[config.mk]
export PLATFORM = sky130hd
export DESIGN_NAME = uart_tx_9600
export DESIGN_NICKNAME = d
export VERILOG_FILES = /design/src/rtl/uart_tx_9600_pkg.sv /design/src/rtl/uart_tx_9600_baud_tick.sv /design/src/rtl/uart_tx_9600.sv
export SDC_FILE = /design/constraint.sdc
export NUM_CORES = 1
export LEC_CHECK = 0
export BUFFER_PORTS_ARGS = -buffer_cell sky130_fd_sc_hd__buf_2
export CORE_MARGIN = 2
export CORE_UTILIZATION = 55
export DETAILED_ROUTE_END_ITERATION = 12
export GPL_ROUTABILITY_DRIVEN = 1
export PLACE_DENSITY = 0.76
export SYNTH_ARGS = -nofsm -noshare
export SYNTH_HDL_FRONTEND = slang
export SYNTH_HIERARCHICAL = 1
export SYNTH_SLANG_ARGS = --single-unit
[constraint.sdc]
create_clock -name clk -period 3.1 [get_ports clk]
set_input_delay 0.62 -clock clk [delete_from_list [all_inputs] [get_ports clk]]
set_output_delay 0.62 -clock clk [all_outputs]
set_load 0.005 [all_outputs]
[src/rtl/uart_tx_9600_pkg.sv]
// ---------------------------------------------------------------------------
// uart_tx_9600_pkg
//   Definitions shared by the UART transmit and receive paths: frame state
//   encodings, the default bit period for 9600 baud at 50 MHz, the data width
//   and the parity helper.
// ---------------------------------------------------------------------------
package uart_tx_9600_pkg;

   // 50_000_000 / 9600 clocks per bit
   localparam logic [12:0] DEFAULT_BPS_CNT = 13'd5208;
   localparam int          DATA_W          = 8;

   typedef enum logic [2:0] {
      ST_IDLE   = 3'd0,
      ST_START  = 3'd1,
      ST_DATA   = 3'd2,
      ST_PARITY = 3'd3,
      ST_STOP   = 3'd4
   } tx_state_e;

   // Even parity is the XOR of the data bits; odd parity is its complement.
   function automatic logic calc_parity(input logic [DATA_W-1:0] data,
                                        input logic              odd);
      return (^data) ^ odd;
   endfunction

endpackage

[src/rtl/uart_tx_9600_baud_tick.sv]
// ---------------------------------------------------------------------------
// uart_baud_tick
//   Bit-period timer. Counts 0..BPS_CNT-1 while enabled and wraps; the count
//   is held at 0 whenever en=0, so every frame starts on a fresh period.
// Ports
//   clk    in   system clock
//   rst    in   synchronous, active-high reset
//   en     in   count enable
//   o_cnt  out  13-bit current count
//   o_tick out  high for the single clock where o_cnt == BPS_CNT-1
// ---------------------------------------------------------------------------
module uart_baud_tick
   import uart_tx_9600_pkg::*;
#(
   parameter logic [12:0] BPS_CNT = DEFAULT_BPS_CNT
) (
   input  logic        clk,
   input  logic        rst,
   input  logic        en,
   output logic [12:0] o_cnt,
   output logic        o_tick
);

   logic [12:0] r_cnt;
   logic        w_term;

   assign w_term = (r_cnt == (BPS_CNT - 13'd1));
   assign o_cnt  = r_cnt;
   assign o_tick = en & w_term;

   // Bit-period counter: clears when disabled, wraps at terminal count.
   always_ff @(posedge clk) begin
      if (rst) begin
         r_cnt <= 13'd0;
      end else if (!en) begin
         r_cnt <= 13'd0;
      end else if (w_term) begin
         r_cnt <= 13'd0;
      end else begin
         r_cnt <= r_cnt + 13'd1;
      end
   end

endmodule

[src/rtl/uart_tx_9600.sv]
// ---------------------------------------------------------------------------
// uart_tx_9600
//   UART transmitter: 8 data bits LSB first, optional parity, 1 or 2 stop
//   bits. Bytes arrive over a valid/ready handshake; every output is a
//   register, so the next-cycle value of each output is computed from the
//   next state in the combinational process.
// Ports
//   clk      in   system clock (50 MHz by default)
//   rst      in   synchronous, active-high reset
//   tx_data  in   byte to send, captured on acceptance
//   tx_valid in   tx_data is valid
//   tx_ready out  a byte can be accepted this cycle
//   txd      out  serial line, idles high
//   tx_busy  out  frame in progress (start bit through last stop bit)
//   tx_done  out  one-clock pulse in the last clock of the last stop bit
// ---------------------------------------------------------------------------
module uart_tx_9600
   import uart_tx_9600_pkg::*;
#(
   parameter logic [12:0] BPS_CNT    = DEFAULT_BPS_CNT,
   parameter logic        PARITY_EN  = 1'b0,
   parameter logic        PARITY_ODD = 1'b0,
   parameter logic [1:0]  STOP_BITS  = 2'd1
) (
   input  logic              clk,
   input  logic              rst,
   input  logic [DATA_W-1:0] tx_data,
   input  logic              tx_valid,
   output logic              tx_ready,
   output logic              txd,
   output logic              tx_busy,
   output logic              tx_done
);

   // Index of the final stop bit in the shared bit counter
   localparam logic [2:0] LAST_STOP = (STOP_BITS == 2'd2) ? 3'd1 : 3'd0;

   tx_state_e         r_state;
   tx_state_e         w_state_next;
   logic [DATA_W-1:0] r_shift;
   logic [DATA_W-1:0] w_shift_next;
   logic [2:0]        r_bit_cnt;
   logic [2:0]        w_bit_cnt_next;
   logic              r_par;
   logic              w_par_next;
   logic              w_txd_next;
   logic              w_done_next;
   logic [12:0]       w_cnt;
   logic              w_tick;
   logic              w_timer_en;
   logic              r_txd;
   logic              r_ready;
   logic              r_busy;
   logic              r_done;

   assign w_timer_en = (r_state != ST_IDLE);

   uart_baud_tick #(
      .BPS_CNT (BPS_CNT)
   ) u_baud_tick (
      .clk    (clk),
      .rst    (rst),
      .en     (w_timer_en),
      .o_cnt  (w_cnt),
      .o_tick (w_tick)
   );

   // Next-state, shift register, bit counter and next-output logic.
   always_comb begin
      w_state_next   = r_state;
      w_shift_next   = r_shift;
      w_bit_cnt_next = r_bit_cnt;
      w_par_next     = r_par;
      case (r_state)
         ST_IDLE: begin
            if (tx_valid && r_ready) begin
               w_state_next   = ST_START;
               w_shift_next   = tx_data;
               w_bit_cnt_next = 3'd0;
               w_par_next     = calc_parity(tx_data, PARITY_ODD);
            end else begin
               w_state_next   = ST_IDLE;
            end
         end
         ST_START: begin
            if (w_tick) begin
               w_state_next   = ST_DATA;
               w_bit_cnt_next = 3'd0;
            end else begin
               w_state_next   = ST_START;
            end
         end
         ST_DATA: begin
            if (w_tick) begin
               if (r_bit_cnt == 3'd7) begin
                  w_state_next   = PARITY_EN ? ST_PARITY : ST_STOP;
                  w_bit_cnt_next = 3'd0;
               end else begin
                  w_bit_cnt_next = r_bit_cnt + 3'd1;
                  w_shift_next   = {1'b0, r_shift[DATA_W-1:1]};
               end
            end else begin
               w_state_next = ST_DATA;
            end
         end
         ST_PARITY: begin
            if (w_tick) begin
               w_state_next   = ST_STOP;
               w_bit_cnt_next = 3'd0;
            end else begin
               w_state_next   = ST_PARITY;
            end
         end
         ST_STOP: begin
            if (w_tick) begin
               if (r_bit_cnt == LAST_STOP) begin
                  w_state_next   = ST_IDLE;
                  w_bit_cnt_next = 3'd0;
               end else begin
                  w_bit_cnt_next = r_bit_cnt + 3'd1;
               end
            end else begin
               w_state_next = ST_STOP;
            end
         end
         default: begin
            w_state_next   = ST_IDLE;
            w_bit_cnt_next = 3'd0;
         end
      endcase

      // Line level for the cycle after this edge follows the next state
      case (w_state_next)
         ST_IDLE:   w_txd_next = 1'b1;
         ST_START:  w_txd_next = 1'b0;
         ST_DATA:   w_txd_next = w_shift_next[0];
         ST_PARITY: w_txd_next = w_par_next;
         ST_STOP:   w_txd_next = 1'b1;
         default:   w_txd_next = 1'b1;
      endcase

      // One clock early: the pulse then lands in the last clock of the last stop bit
      if ((r_state == ST_STOP) && (r_bit_cnt == LAST_STOP) &&
          (w_cnt == (BPS_CNT - 13'd2))) begin
         w_done_next = 1'b1;
      end else begin
         w_done_next = 1'b0;
      end
   end

   // State and registered outputs.
   always_ff @(posedge clk) begin
      if (rst) begin
         r_state   <= ST_IDLE;
         r_shift   <= '0;
         r_bit_cnt <= 3'd0;
         r_par     <= 1'b0;
         r_txd     <= 1'b1;
         r_ready   <= 1'b0;
         r_busy    <= 1'b0;
         r_done    <= 1'b0;
      end else begin
         r_state   <= w_state_next;
         r_shift   <= w_shift_next;
         r_bit_cnt <= w_bit_cnt_next;
         r_par     <= w_par_next;
         r_txd     <= w_txd_next;
         r_ready   <= (w_state_next == ST_IDLE);
         r_busy    <= (w_state_next != ST_IDLE);
         r_done    <= w_done_next;
      end
   end

   assign txd      = r_txd;
   assign tx_ready = r_ready;
   assign tx_busy  = r_busy;
   assign tx_done  = r_done;

endmodule

== After elaboration in Yosys (flattened, before gate mapping) ==
Cells that the tools add are included.
Operators by class
  equality and inequality tests: 15
  multiplexer cells: 23
  bitwise logic cells: 2
  reductions and logical operators: 14
  add/sub/neg operators: 2
Operators with widths (number)
  3-bit 2-to-1 mux: 11
  13-bit equality test (second input constant): 2
  8-bit 2-to-1 mux: 3
  8-bit one-hot mux with 2 select lines: 1
  3-bit one-hot mux with 5 select lines: 1
  13-bit by 1-bit adder with 13-bit output (second input constant): 1
  3-bit by 2-bit equality test with 1-bit output (second input constant): 4
  3-bit one-hot mux with 4 select lines: 1
  3-bit logical NOT: 3
  4-bit AND reduction: 2
  8-bit XOR reduction: 1
  3-bit by 1-bit equality test with 1-bit output (second input constant): 2
  3-bit equality test (second input constant): 2
  2-bit by 1-bit != test with 1-bit output (second input constant): 3
  3-bit nonzero test: 2
  1-bit 2-to-1 mux: 4
  2-bit != test (second input constant): 2
  3-bit by 1-bit adder with 3-bit output (second input constant): 1
  1-bit logical AND: 3
  1-bit one-hot mux with 3 select lines: 1
  3-bit OR reduction: 1
  2-bit 2-to-1 mux: 1
  2-bit nonzero test: 1
  2-bit OR reduction: 1
  2 further kinds: 2
Storage, ports and cells
  output and inout bits: 4
  bits of input ports: 11
  bits in registers: 32

== Longest topological paths before layout ==
  depth after elaboration: 6
  mapped depth: 8
  gate-level depth less buffers: 8

== By module ==
The synthesis kept the hierarchy.
By module, submodules not included
  uart_tx_9600: cells each 117, times used 1, seq. area each 380.4 um2, area each 1032.2 um2
  uart_baud_tick: cells each 73, times used 1, seq. area each 260.2 um2, area each 728.2 um2

== Least setup slack after synthesis ==
OpenSTA, ideal clock, no wires.
  path kind: reg2reg
  from: reg u_baud_tick.r_cnt[7], in the netlist u_baud_tick/o_cnt[7]
  to: reg r_txd, in the netlist txd
  slack: 0.672 ns
  buffers on the path: 0
  clock period less this slack: 2.428 ns
  cell stages (with the launch flop): 7
  arrival time: 2.303 ns
  path through: dfxtp_1 -> or4b_1 -> nor4b_1 -> and3_1 -> a32oi_2 -> a221o_1 -> a2111o_1
Between the ends
  word-level cells in the longest chain between the ends: 6
  elaborated cells on any way between the ends: 13
  those cells by class: 4 x eq/ne; 8 x mux; 1 x bitwise
Ends and longest elaborated chain
  from (decl): line uart_tx_9600_baud_tick.sv:24  | logic [12:0] r_cnt;
  from (signal assigned): line uart_tx_9600_baud_tick.sv:40  | r_cnt <= r_cnt + 13'd1;
  13-bit equality test (*): line uart_tx_9600_baud_tick.sv:27  | assign w_term = (r_cnt == (BPS_CNT - 13'd1));
  1-bit bitwise AND (*): line uart_tx_9600_baud_tick.sv:29  | assign o_tick = en & w_term;
  named net w_tick: line uart_tx_9600.sv:49  | logic w_tick;
  3-bit 2-to-1 mux, or another cell as far along: line uart_tx_9600.sv:115  | if (w_tick) begin
  3-bit one-hot mux with 5 select lines: line uart_tx_9600.sv:74  | case (r_state)
  3-bit by 2-bit equality test with 1-bit output / 3-bit by 1-bit equality test with 1-bit output (equally long branches): line uart_tx_9600.sv:133  | case (w_state_next)
  1-bit one-hot mux with 3 select lines (*): line uart_tx_9600.sv:133
  to (signal assigned): line uart_tx_9600.sv:167  | r_txd <= w_txd_next;
  to (decl): line uart_tx_9600.sv:51  | logic r_txd;
Mark *: on every way through the listed nets, which the timed path passes. The rest lies on a longest branch. The select of a mux whose other input is x is not followed.
A chain may end at the register's enable or synchronous reset.

== Worst setup path after layout ==
Same ends and word-level chain as after synthesis.

==> results.md <==
- Status: completed
- Max Cap Viol: 0
- Drt wl/cell: 14.1 um
- Worst-case clock buffer depth: 2
- Global-route wire length before repair: 5670 um
- Hold path startpoint: r_shift[5]
- Max Slew Vio Count: 0
- Worst Tran Pin Value: about 0.94 ns
- Main flop type after synthesis: dfxtp_1
- Final nets: 216
- Post-placement cell area: between 1500 and 2000 um2
- Yosys reg bits: 32
- R2r worst-path depth: 6
- Row cnt: 20
- Total Routing Usage GR: 20.8%
- Die Y-Extent: 60.6 um
- F_max: 0.371 GHz
- LEAKAGE: 0.000606 uW
- EDFF count, synth: 0
- Slowest cell on the critical path: or4b_1
- Worst hold path endpoint: r_shift[5]
- Share of cells above drive strength 1: between 15 and 20%
- Internal power: 586 uW
- Hold Fails Final Rpt: 0
- Synth area leaders: dfxtp_1 36%, xnor2_1 4.5%, a211oi_2 4.3%, a22oi_1 3.0%, a21oi_1 2.8%
- Pwr dens: roughly 400 nW/um2
- Worst R2R End: txd
- Switching Fraction: 23.8%
- HP Class: flop to flop
- Sequential share of power: 56.0%
- Critical path, cell by cell: or4b_1 -> nor4b_1 -> and3_1 -> a32oi_2 -> a221o_1 -> a2111o_1
- Worst Clk Skew: 0.00943 ns
- Post-CTS Repair Setup Buffers: 0
- Minimum clock period: 2.69 ns
- Drt via density: roughly 6.0
- Yosys warning count: 6
- Core box area: 3050 um2
- Hold depth: 2
- Largest net degree at the start of global routing: 20
- Final instance area: 1890 um2
- Clock Power Share: 34.3%
- Critical path arrival: 2.92 ns
- Die width: 60.6 um
- Setup CP Type: flop to flop
- Initial core utilization: 57.7%
- Antenna violations before repair: 0
- Detail Route Antenna Nets: 0
- Reg2Reg Setup Slack: slightly above 0.4 ns
- Seq/Total Area, Yosys: between 30% and 40%
- Hold-fix buffers, CTS: 0
- Syn_nets: 205
- First-pass iteration count of the detailed router: 4
- Dpl hpwl: ~2400 um
- Vias after detailed routing: 1,466
- Rel. slew slack: 37.3%
- CTS tree: built
- Vias in the first global route: 1,331
- Gr ovfl total: 0
- Combinational power share: under 10%
- PostCTS Resize Cnt: 0
- Post-Route WL: between 3000 and 4000 um
- Area leader, netlist: dfxtp_1
- # port buffers: 14
- Worst Path Required: approximately 3.3 ns
- Area of the mapped netlist: 1760 um2
- Pre-CTS setup slack: 0.459 ns
- Final worst slack: between 0.4 and 0.5 ns
- RSZ-0062 raised after global routing: false
- Critical path peak fanout: 8
- CP top delay family: simple AND/OR/NAND/NOR gates
- Area fraction of the dominant cell type after synthesis: 36.4%
- TritonCTS Buffers: 5
- GPL Wtd Cong: around 0.94
- Die area: about 3700 um2
- Total negative setup slack: 0 ns
- CTS Sinks: 32
- Critical Path Start Type: flop
- Synth-to-Final Area Change: 7.61%
- Final Setup Violations: 0
- Slowest cell delay on critical path: ~0.53 ns
- Count of different cell masters after synthesis: 54
- DR iter-0 viols: 74
- Most frequent cells in the layout: 32 x dfxtp_1, 14 x buf_2, 12 x nor2_1, 11 x nand2_1, 10 x a21oi_1
- CTS clk-pin slew, worst paths: 0.10 ns
- Synth Instances: 190
- VDD IR max: 0.267 mV
- H-tree levels: 2
- Post-synth ARST share: 0%
- Most common cell after layout, fill and taps aside: dfxtp_1
- Root Buffer: clkbuf_4
- Tcrit/Tclk final: between 80 and 90%
- Final Util: 62.0%
- Later-pin clock latency in the skew report: roughly 0.34 ns
- Inserted Diodes: 0
- Mean post-synth cell area: ~9.3 um2
- CP bufs+invs: 0
- I/O Pins: 15
- Residual DRC count: 0
- Critical path capture point type: flop
- Worst R2R Start: u_baud_tick/o_cnt[7]
- Net Switching: 184 uW
state kept, by name (all words and copies together) (netlist names):
signal	count
u_baud_tick/o_cnt	13
r_shift	8
r_bit_cnt	3
r_state	3
r_par	1
tx_busy	1
tx_done	1
tx_ready	1
txd	1
layout make-up:
class,instances,area (um2)
Inverter,5,18.8
Tap cell,44,55.1
Clock buffer,7,65.1
Sequential cell,32,641
Fill cell,281,1160
Multi-Input combinational cell,143,1040
Timing Repair Buffer,14,70.1
power groups by stage:
stage	logic [uW]	clock network (uW)	registers [uW]
2_1_floorplan	57.7	0	438
3_3_place_gp	72.6	0	440
3_5_place_dp	74.1	0	441
4_1_cts	74.7	273	431
5_1_grt	82.2	296	433
6_report	74.4	264	431
logic make-up (layout without fill, tap and decap cells):
family | count (synthesis) | after routing | synth area share [%]
xor gates and xnor gates | 10 | 10 | 4.98
muxes | 1 | 1 | 0.640
adders and majority gates | 4 | 4 | 2.84
buffers and inverters | 15 | 26 | 4.26
DFF | 32 | 32 | 36.4
AOI/OAI and AO/OA | 47 | 47 | 20.6
and+or+nand+nor | 81 | 81 | 30.3
metal layers:
metal / up-vias / part of all wire [%] / global-route usage [%]
li1: 735 / - / -
met1: 691 / 47 / 26.2
met2: 38 / 47 / 33.2
met3: 2 / 5.3 / 7.04
met4: 0 / 0.61 / 7.76
met5: - / 0 / 0
tightest hold or removal path: cells and delay by family, from the launching register on:
family,cells,cell delay [ns]
AOI/OAI and AO/OA,1,0.05
DFF,1,0.32
and+or+nand+nor,1,0.05
cell usage after synthesis, types with 2 or more instances:
cell type	instances
a22oi_1	7
clkbuf_1	4
nor3_2	5
nor2_1	12
a211oi_1	2
nand2b_1	3
nand2_1	11
and3_1	4
inv_1	5
or4b_1	2
nand3_1	7
nor4bb_1	2
or3_1	5
a211oi_2	6
buf_2	3
o21ai_0	5
a31oi_1	3
nor3_1	2
buf_6	2
nand3b_1	2
o31ai_1	3
or4_1	2
dfxtp_1	32
xnor2_1	9
nor2b_1	5
and2_1	2
nand4_1	2
nor4_1	3
ha_1	4
a21oi_1	10
o21a_1	2
nor3b_1	2
how the worst max path moves through the flow:
| stage | from | to | slack, ns | cells past startpoint |
|---|---|---|---|---|
| 2_1_floorplan | u_baud_tick/o_cnt[7] | txd | 0.67 | 6 |
| 3_3_place_gp | u_baud_tick/o_cnt[7] | txd | 0.50 | 6 |
| 3_5_place_dp | u_baud_tick/o_cnt[7] | txd | 0.46 | 6 |
| 4_1_cts | u_baud_tick/o_cnt[7] | txd | 0.45 | 6 |
| 5_1_grt | u_baud_tick/o_cnt[7] | txd | 0.27 | 6 |
| 6_report | u_baud_tick/o_cnt[7] | txd | 0.41 | 6 |
per-stage QoR:
stage / std cells / hold WS, ns / power (uW)
5_1_grt: 245 / 0.493 / 812
3_5_place_dp: 238 / 0.455 / 515
4_1_cts: 245 / 0.468 / 779
2_1_floorplan: 190 / 0.436 / 495
3_3_place_gp: 238 / 0.443 / 512
6_report: 245 / 0.463 / 770
(Power assumes the default switching activity.)
